File: src/rtl/bram_responder_pkg.sv
// Shared widths and response-queue sizing for bram_responder.
package bram_responder_pkg;
  localparam int DATA_W    = 16;
  localparam int ADDR_W    = 10;
  localparam int RSP_DEPTH = 3;

  function automatic int cnt_w(input int depth);
    return $clog2(depth + 1);
  endfunction
endpackage

File: src/rtl/bram_responder_fifo.sv
// sync_fifo: small in-order queue with occupancy count.
module sync_fifo
  import bram_responder_pkg::*;
#(
  parameter int WIDTH = DATA_W,
  parameter int DEPTH = RSP_DEPTH,
  localparam int CW = cnt_w(DEPTH),
  localparam int PW = (DEPTH > 1) ? $clog2(DEPTH) : 1
) (
  input  logic             clk_i,
  input  logic             rst_ni,
  input  logic             push_i,
  input  logic [WIDTH-1:0] data_i,
  input  logic             pop_i,
  output logic [WIDTH-1:0] data_o,
  output logic [CW-1:0]    count_o,
  output logic             empty_o
);
  logic [WIDTH-1:0] mem_q [DEPTH];
  logic [PW-1:0]    rd_q, rd_d;
  logic [PW-1:0]    wr_q, wr_d;
  logic [CW-1:0]    cnt_q, cnt_d;
  logic             do_push, do_pop;

  function automatic logic [PW-1:0] bump(input logic [PW-1:0] p);
    return (p == PW'(DEPTH - 1)) ? '0 : p + PW'(1);
  endfunction

  assign do_push = push_i & (cnt_q != CW'(DEPTH));
  assign do_pop  = pop_i & (cnt_q != '0);

  always_comb begin
    rd_d  = rd_q;
    wr_d  = wr_q;
    cnt_d = cnt_q;
    if (do_push) wr_d = bump(wr_q);
    if (do_pop)  rd_d = bump(rd_q);
    case ({do_push, do_pop})
      2'b10:   cnt_d = cnt_q + CW'(1);
      2'b01:   cnt_d = cnt_q - CW'(1);
      default: cnt_d = cnt_q;
    endcase
  end

  always_ff @(posedge clk_i or negedge rst_ni) begin
    if (!rst_ni) begin
      rd_q  <= '0;
      wr_q  <= '0;
      cnt_q <= '0;
      for (int i = 0; i < DEPTH; i++) mem_q[i] <= '0;
    end else begin
      rd_q  <= rd_d;
      wr_q  <= wr_d;
      cnt_q <= cnt_d;
      if (do_push) mem_q[wr_q] <= data_i;
    end
  end

  assign data_o  = mem_q[rd_q];
  assign count_o = cnt_q;
  assign empty_o = (cnt_q == '0);
endmodule

File: src/rtl/bram_responder.sv
// Valid/ready request front-end for one port of a registered-read BRAM.
module bram_responder
  import bram_responder_pkg::*;
#(
  parameter int P_DATA_WIDTH    = DATA_W,
  parameter int P_ADDRESS_WIDTH = ADDR_W
) (
  input  logic                       I_CLK,
  input  logic                       I_NRESET,
  input  logic                       I_REQ_VALID,
  output logic                       O_REQ_READY,
  input  logic                       I_REQ_WRITE,
  input  logic [P_ADDRESS_WIDTH-1:0] I_REQ_ADDRESS,
  input  logic [P_DATA_WIDTH-1:0]    I_REQ_DATA,
  output logic                       O_RSP_VALID,
  input  logic                       I_RSP_READY,
  output logic [P_DATA_WIDTH-1:0]    O_RSP_DATA,
  output logic                       O_RSP_WRITE,
  output logic [P_ADDRESS_WIDTH-1:0] O_BRAM_ADDRESS,
  output logic [P_DATA_WIDTH-1:0]    O_BRAM_DATA,
  output logic                       O_BRAM_WRITE_ENABLE,
  input  logic [P_DATA_WIDTH-1:0]    I_BRAM_DATA
);
  localparam int CW = cnt_w(RSP_DEPTH);
  localparam logic [CW:0] OCC_MAX = (CW+1)'(RSP_DEPTH);

  logic                       run_q;
  logic                       busy_q;
  logic                       wr_q, wr_d;
  logic [P_DATA_WIDTH-1:0]    data_q, data_d;
  logic [P_ADDRESS_WIDTH-1:0] addr_q, addr_d;
  logic                       accept;
  logic                       pop;
  logic                       empty;
  logic [CW-1:0]              count;
  logic [CW:0]                occ;
  logic [P_DATA_WIDTH:0]      push_data;
  logic [P_DATA_WIDTH:0]      head;

  // Ready counts queued plus in-flight results; registered state only.
  assign occ         = {1'b0, count} + (CW+1)'(busy_q);
  assign O_REQ_READY = run_q & (occ < OCC_MAX);
  assign accept      = I_REQ_VALID & O_REQ_READY;

  always_comb begin
    addr_d = addr_q;
    data_d = data_q;
    wr_d   = wr_q;
    if (accept) begin
      addr_d = I_REQ_ADDRESS;
      data_d = I_REQ_DATA;
      wr_d   = I_REQ_WRITE;
    end
  end

  assign O_BRAM_ADDRESS      = addr_d;
  assign O_BRAM_DATA         = data_d;
  assign O_BRAM_WRITE_ENABLE = accept & I_REQ_WRITE;

  always_ff @(posedge I_CLK or negedge I_NRESET) begin
    if (!I_NRESET) begin
      run_q  <= 1'b0;
      busy_q <= 1'b0;
      wr_q   <= 1'b0;
      data_q <= '0;
      addr_q <= '0;
    end else begin
      run_q  <= 1'b1;
      busy_q <= accept;
      wr_q   <= wr_d;
      data_q <= data_d;
      addr_q <= addr_d;
    end
  end

  // BRAM read data is valid the cycle after the address was presented.
  assign push_data = {wr_q, wr_q ? data_q : I_BRAM_DATA};
  assign pop       = ~empty & I_RSP_READY;

  sync_fifo #(
    .WIDTH(P_DATA_WIDTH + 1),
    .DEPTH(RSP_DEPTH)
  ) u_rsp_fifo (
    .clk_i  (I_CLK),
    .rst_ni (I_NRESET),
    .push_i (busy_q),
    .data_i (push_data),
    .pop_i  (pop),
    .data_o (head),
    .count_o(count),
    .empty_o(empty)
  );

  assign O_RSP_VALID = ~empty;
  assign O_RSP_WRITE = head[P_DATA_WIDTH];
  assign O_RSP_DATA  = head[P_DATA_WIDTH-1:0];
endmodule

File: config.mk
export PLATFORM = sky130hd
export DESIGN_NAME = bram_responder
export DESIGN_NICKNAME = d
export VERILOG_FILES = /design/src/rtl/bram_responder_pkg.sv /design/src/rtl/bram_responder_fifo.sv /design/src/rtl/bram_responder.sv
export SDC_FILE = /design/constraint.sdc
export NUM_CORES = 1
export LEC_CHECK = 0
export ABC_AREA = 1
export CORE_UTILIZATION = 35
export CTS_BUF_LIST = sky130_fd_sc_hd__clkbuf_8
export CTS_CLUSTER_SIZE = 12
export DETAILED_ROUTE_END_ITERATION = 8
export GPL_ROUTABILITY_DRIVEN = 0
export SLEW_MARGIN = 0
export SYNTH_ARGS = -nofsm -noshare
export SYNTH_HDL_FRONTEND = slang
export SYNTH_SLANG_ARGS = --single-unit
File: constraint.sdc
create_clock -name I_CLK -period 3.7 [get_ports I_CLK]
set_input_delay 0.74 -clock I_CLK [delete_from_list [all_inputs] [get_ports I_CLK]]
set_output_delay 0.74 -clock I_CLK [all_outputs]
set_load 0.01 [all_outputs]
==> impl_metrics.toml, run 1 <==
[power]
intPower_mw = 2.77
clkPwrFrac_pct = 15.8
ir_worst_vdd_mv = 0.398
leakagePower_nw = 2.62
pwr-share-comb_pct = 47.5
power.switching_mw = 1.88
swShare_pct = 40.4
powerDensity_nw_per_um2 = 865
power_frac_seq_pct = 36.6
power.total_mw = 4.65

[yosys]
yosysTopAreaCellShare_pct = 51.1
async_reset_ff_share_pct = 100
synth_simple_gate_area_share_pct = 33.1
synth_ff_type = "dfrtp_1"
synth_edf_count = 0
synth_top_family_by_area = "simple AND/OR/NAND/NOR gates"
yosysSeqAreaShare_pct = 51.1
yosysTopAreaCell = "dfrtp_1"
syn_nets = 567
synth_area_per_cell_sq_um = 8.15
syn_area_sq_um = 4210
syn_inst = 517
synthMuxAreaShare_pct = 0
synthXorXnorAreaFrac_pct = 0.208
synth-adder-area-share_pct = 0.891
ys_types = 28
ys_warn_count = 0
synth_compound_area_share_pct = 7.04
ys_ff_latch = 86
synth.area.top_cells = "dfrtp_1 51%, nand2_1 23%, nand4_1 4.2%"

[drt]
drcViolationCount = 2
drtAntennaViolNets = 0
first_pass_iters = 7
wl_per_cell_microns = 13.9
routed_via_density = 4.75
drt-initial-drc-count = 219
totalWireLength_mm = 10.4
vias = 3548

[floorplanning]
core-area_sq_um = 11600
ioPinCount = 93
rows = 39
die_w_microns = 112
start_util_pct = 36.4
die_y_microns = 112
die-area_sq_um = 12500

[clock_tree]
postCtsHoldBufs = 0
worst_skew_pair.late_latency_ns = 0.36
clock-sinks = 86
cts_resized = 0
root_buffer = "clkbuf_8"
htreeDepth = 3
post-cts-setup-buffer-count = 0
clk_path_buf_depth = 2
numCtsBuffers = 9
cts_tree = "built"
clk_pin_slew_ns = 0.09

[grt]
grt_first_pass_wirelength_mm = 17.4
grt_pass1_vias = 3614
grt_overflow = 0
grt_max_degree = 87
grt_usage_pct = 17.7
antenna_found_initial = 0

[run]
drv_cap = 0

[worst_setup_path]
start_kind = "flop"
crit_path_max_fanout = 28
critPathKind = "flop to primary output"
cp-end-kind = "primary output"
cp_data_arrival_time_ns = 2.56
crit_required_ns = 2.96

[timing]
setup_slack_ns = 0.396
finClkSkew_ns = 0.0107
worst_pin_slew_ns = 1.09
fin_crit_ns = 3.30
rsz0062_at_grt = "no"
setup_viol = 0
drv_slew = 0
period_share_pct = 89.3
hold_viol = 0
fin_hold_ws_ns = 0.480
slew_headroom_pct = 27.5
max_freq_mhz = 303
setup-tns-final_ns = 0

[placed_design]
hpwl_mm = 6.88
pre_cts_ws_ns = 0.582
numPortBuffers = 92

[cells_and_area]
regArea_sq_um = 2150
nNetsFinal = 650
diodes = 0
final.fill_count = 1181
drive_gt1_share_pct = 8.28
multiInputGateArea_sq_um = 1740
syn_to_final_growth_pct = 27.6

[status]
outcome = "finished with violations"
violations = "DRC"

[hold_path]
hold_class = "flop to flop"
==> sequential cells by signal, summed over array words and instances, names as in the netlist <==
name	flops
data_q	16
wr_q	1
busy_q	1
u_rsp_fifo.mem_q	51
u_rsp_fifo.count_o	2
run_q	1
u_rsp_fifo.wr_q	2
u_rsp_fifo.rd_q	2
addr_q	10
==> through the flow <==
step	std cells	area [sq um]	util (%)
3_3_place_gp	732	5150	44.6
6_report	747	5380	46.5
2_1_floorplan	517	4210	-
4_1_cts	747	5380	46.5
5_1_grt	747	5380	46.5
3_5_place_dp	732	5150	44.6
==> path summary, 6_finish.rpt <==
path / cells after the start / end / startpoint / slack (ns)
max: 7 / O_BRAM_DATA[3] / u_rsp_fifo.count_o[0]$_DFFE_PN0P_ / 0.40
min: 2 / addr_q[9]$_DFF_PN0_ / addr_q[9]$_DFF_PN0_ / 0.48
max reg2reg: 3 / u_rsp_fifo.mem_q[0]$_DFFE_PN0P_ / wr_q$_DFFE_PN0P_ / 1.94
min reg2reg: 2 / addr_q[9]$_DFF_PN0_ / addr_q[9]$_DFF_PN0_ / 0.48
max in group asynchronous: 1 / u_rsp_fifo.mem_q[3]$_DFFE_PN0P_ / I_NRESET / 2.43
min in group asynchronous: 1 / data_q[13]$_DFF_PN0_ / I_NRESET / 0.56
==> kinds of logic after synthesis <==
group	after synthesis
buf+inv	57
other cells	1
simple gates	318
xor+xnor	1
fa+ha+maj	3
compound gates	51
flops	86
==> Yosys cell counts (2+ instances only) <==
cell	number
buf_12	2
buf_2	12
buf_4	6
buf_6	3
clkbuf_2	2
dfrtp_1	86
ha_1	3
inv_1	28
inv_2	2
nand2_1	257
nand2_4	3
nand3_1	18
nand4_1	28
nor2_2	2
nor2_4	4
o21ai_0	34
o21ai_1	6
o21ai_2	11
==> power by group through the flow <==
stage	Clock (mW)	Combinational, mW	Sequential (mW)
finish	0.736	2.21	1.70
global route	0.789	2.47	1.77
CTS	0.751	2.24	1.71
detailed placement	0	2.23	1.73
global placement	0	2.20	1.70
floorplan	0	1.36	1.61
==> per-layer routing <==
metal | part of all wire, % | vias to the layer above | GRT usage, % | wire, microns
met5 | 0 | - | 0 | 0
met4 | 1.4 | 0 | 6.49 | 148
met3 | 8.9 | 13 | 5.72 | 923
met2 | 44 | 113 | 27.5 | 4560
met1 | 46 | 1617 | 23.0 | 4780
li1 | - | 1805 | - | -
==> worst max-delay path, stage by stage (launching register included) <==
cell	delay, ns
dfrtp_1	0.47
ha_1	0.22
ha_1	0.26
nand2_1	0.12
buf_4	0.29
nand4_1	0.14
nand2_1	0.11
clkdlybuf4s50_1	0.57
==> cell usage in the layout, fill, tap and decap left out, types with 3 or more instances in the layout <==
cell	instances
buf_4	8
clkbuf_8	10
clkdlybuf4s50_1	91
dfrtp_1	86
ha_1	3
inv_1	28
nand2_1	257
nand2_4	3
nand3_1	18
nand4_1	28
nor2_4	4
o21ai_0	34
o21ai_1	6
o21ai_2	11
==> final cells by class <==
type                       instances  share of cell area [%]
clock buffer                      10                    2.56
tap                              143                    3.33
clock inverter                     5                    1.56
inverter                          30                    2.09
multi-input combinational        374                    32.4
sequential                        86                    40.0
timing repair buffer              99                    18.1
Note: power is estimated with default switching activity, not from simulation.
==> run 2: changes to the inputs <==
Settings changed: CELL_PAD_IN_SITES_DETAIL_PLACEMENT set to 1, CELL_PAD_IN_SITES_GLOBAL_PLACEMENT set to 1, PLACE_DENSITY_LB_ADDON set to 0.1.
Clock period 3.7 ns to 3.6 ns, I/O delays scaled along.
==> run 2 against run 1 <==
The run still ends with DRC left; total power up 1.7%; sequential cell count did not move; cell area down 0.37%; die area did not move; worst setup slack got worse by 0.13 ns; sequential power rose by 4%; via count is 3.4% higher; highest routed layer unchanged.
==> impl_metrics.toml, run 2 (synthesis results as in run 1) <==
[status]
outcome = "finished with violations"
violations = "DRC"

[power]
swShare_pct = 41.8
power.total_mw = 4.73
power.switching_mw = 1.98
intPower_mw = 2.75
powerDensity_nw_per_um2 = 882
clkPwrFrac_pct = 13.8
leakagePower_nw = 2.63
ir_worst_vdd_mv = 0.346
pwr-share-comb_pct = 49.0
power_frac_seq_pct = 37.2

[drt]
routed_via_density = 4.89
first_pass_iters = 6
totalWireLength_mm = 11.8
wl_per_cell_microns = 15.7
drtAntennaViolNets = 0
vias = 3668
drcViolationCount = 1
drt-initial-drc-count = 122

[placed_design]
pre_cts_ws_ns = 0.487
numPortBuffers = 92
dp.cells = 734
hpwl_mm = 7.97
post_dp_cell_area_sq_um = 5170

[hold_path]
hold_class = "input port to async pin"

[worst_setup_path]
slowest_delay_ns = 0.55
critPathKind = "flop to primary output"
crit_required_ns = 2.88
crit_path_max_fanout = 26
crit_family = "buffers and inverters"
cp-end-kind = "primary output"
cp_data_arrival_time_ns = 2.61
path_buf_inv = 2
path_cells = "ha_1 -> ha_1 -> nand2_1 -> nand4_2 -> buf_4 -> nand2_1 -> nand2_1 -> clkdlybuf4s50_1"
slowest_stage = "clkdlybuf4s50_1"
start_kind = "flop"
crit_path_frequent_cell = "nand2_1"

[timing]
setup_viol = 0
drv_slew = 0
period_share_pct = 92.5
slew_headroom_pct = 37.0
max_freq_mhz = 300
setup-tns-final_ns = 0
worst_pin_slew_ns = 0.945
finClkSkew_ns = 0.0110
fin_hold_ws_ns = 0.365
setup_slack_ns = 0.268
hold_viol = 0
rsz0062_at_grt = "no"
fin_crit_ns = 3.33

[cells_and_area]
drive_gt1_share_pct = 8.57
fin_area_sq_um = 5360
final_util_pct = 46.3
nNetsFinal = 652
most-common-layout-cells = "257 x nand2_1, 91 x clkdlybuf4s50_1, 86 x dfrtp_1"
fin_cells = 750
largest_reg_flops = 51
top_register = "u_rsp_fifo.mem_q"
largest_registers = "u_rsp_fifo.mem_q (51), data_q (16), addr_q (10)"
final_common_cell = "nand2_1"
syn_to_final_growth_pct = 27.1
diodes = 0
final.fill_count = 1395
regArea_sq_um = 2150
multiInputGateArea_sq_um = 1740

[clock_tree]
clk_path_buf_depth = 2
root_buffer = "clkbuf_8"
worst_skew_pair.late_latency_ns = 0.36
postCtsHoldBufs = 0
clock-sinks = 86
post-cts-setup-buffer-count = 0
numCtsBuffers = 9
htreeDepth = 3
clk_pin_slew_ns = 0.09
cts_tree = "built"
cts_resized = 0

[floorplanning]
die-area_sq_um = 12500
core-area_sq_um = 11600
start_util_pct = 36.4
rows = 39
die_y_microns = 112
ioPinCount = 93
die_w_microns = 112

[grt]
grt_overflow = 0
antenna_found_initial = 0
grt_max_degree = 47
grt_first_pass_wirelength_mm = 20.4
grt_usage_pct = 20.8
grt_pass1_vias = 4010

[run]
drv_cap = 0
## run 2: cell types whose count changed in the layout (fill, tap and decap cells not counted)
cell        before  now
buf_4            8   10
bufinv_16        2    0
clkbuf_8        10   12
clkinv_2         0    2
clkinv_4         1    0
clkinvlp_4       2    1
inv_1           28   29
## run 2: final cells by class
type	instances	share of cell area, %
Clock buffer	12	3.08
Tap cell	143	3.34
Inverter	30	2.10
Sequential cell	86	40.2
Clock inverter	4	0.397
Multi-Input combinational cell	374	32.5
Timing Repair Buffer	101	18.4
## run 2: power by group through the flow
stage / sequential [mW] / clock [mW] / combinational [mW]
floorplan: 1.66 / 0 / 1.39
global placement: 1.77 / 0 / 2.29
detailed placement: 1.78 / 0 / 2.34
CTS: 1.76 / 0.677 / 2.35
global route: 1.84 / 0.708 / 2.60
finish: 1.76 / 0.652 / 2.31
## run 2: path summary, 6_finish.rpt
kind	startpoint	to	slack [ns]	depth (start not counted)
setup reg to reg	busy_q$_DFF_PN0_	addr_q[6]$_DFF_PN0_	1.79	7
hold reg to reg	addr_q[0]$_DFF_PN0_	addr_q[0]$_DFF_PN0_	0.47	2
setup / recovery	busy_q$_DFF_PN0_	O_BRAM_ADDRESS[6]	0.27	8
min in group I_CLK	addr_q[0]$_DFF_PN0_	addr_q[0]$_DFF_PN0_	0.47	2
max in group asynchronous	I_NRESET	data_q[13]$_DFF_PN0_	2.49	2
hold / removal	I_NRESET	u_rsp_fifo.mem_q[20]$_DFFE_PN0P_	0.36	1
## run 2: per-layer routing
layer / GRT usage, % / up-vias / wire length (microns)
met1: 27.9 / 1755 / 5470
li1: - / 1815 / -
met2: 33.5 / 88 / 5530
met4: 6.49 / 0 / 147
met5: 0 / - / 0
met3: 4.68 / 10 / 640
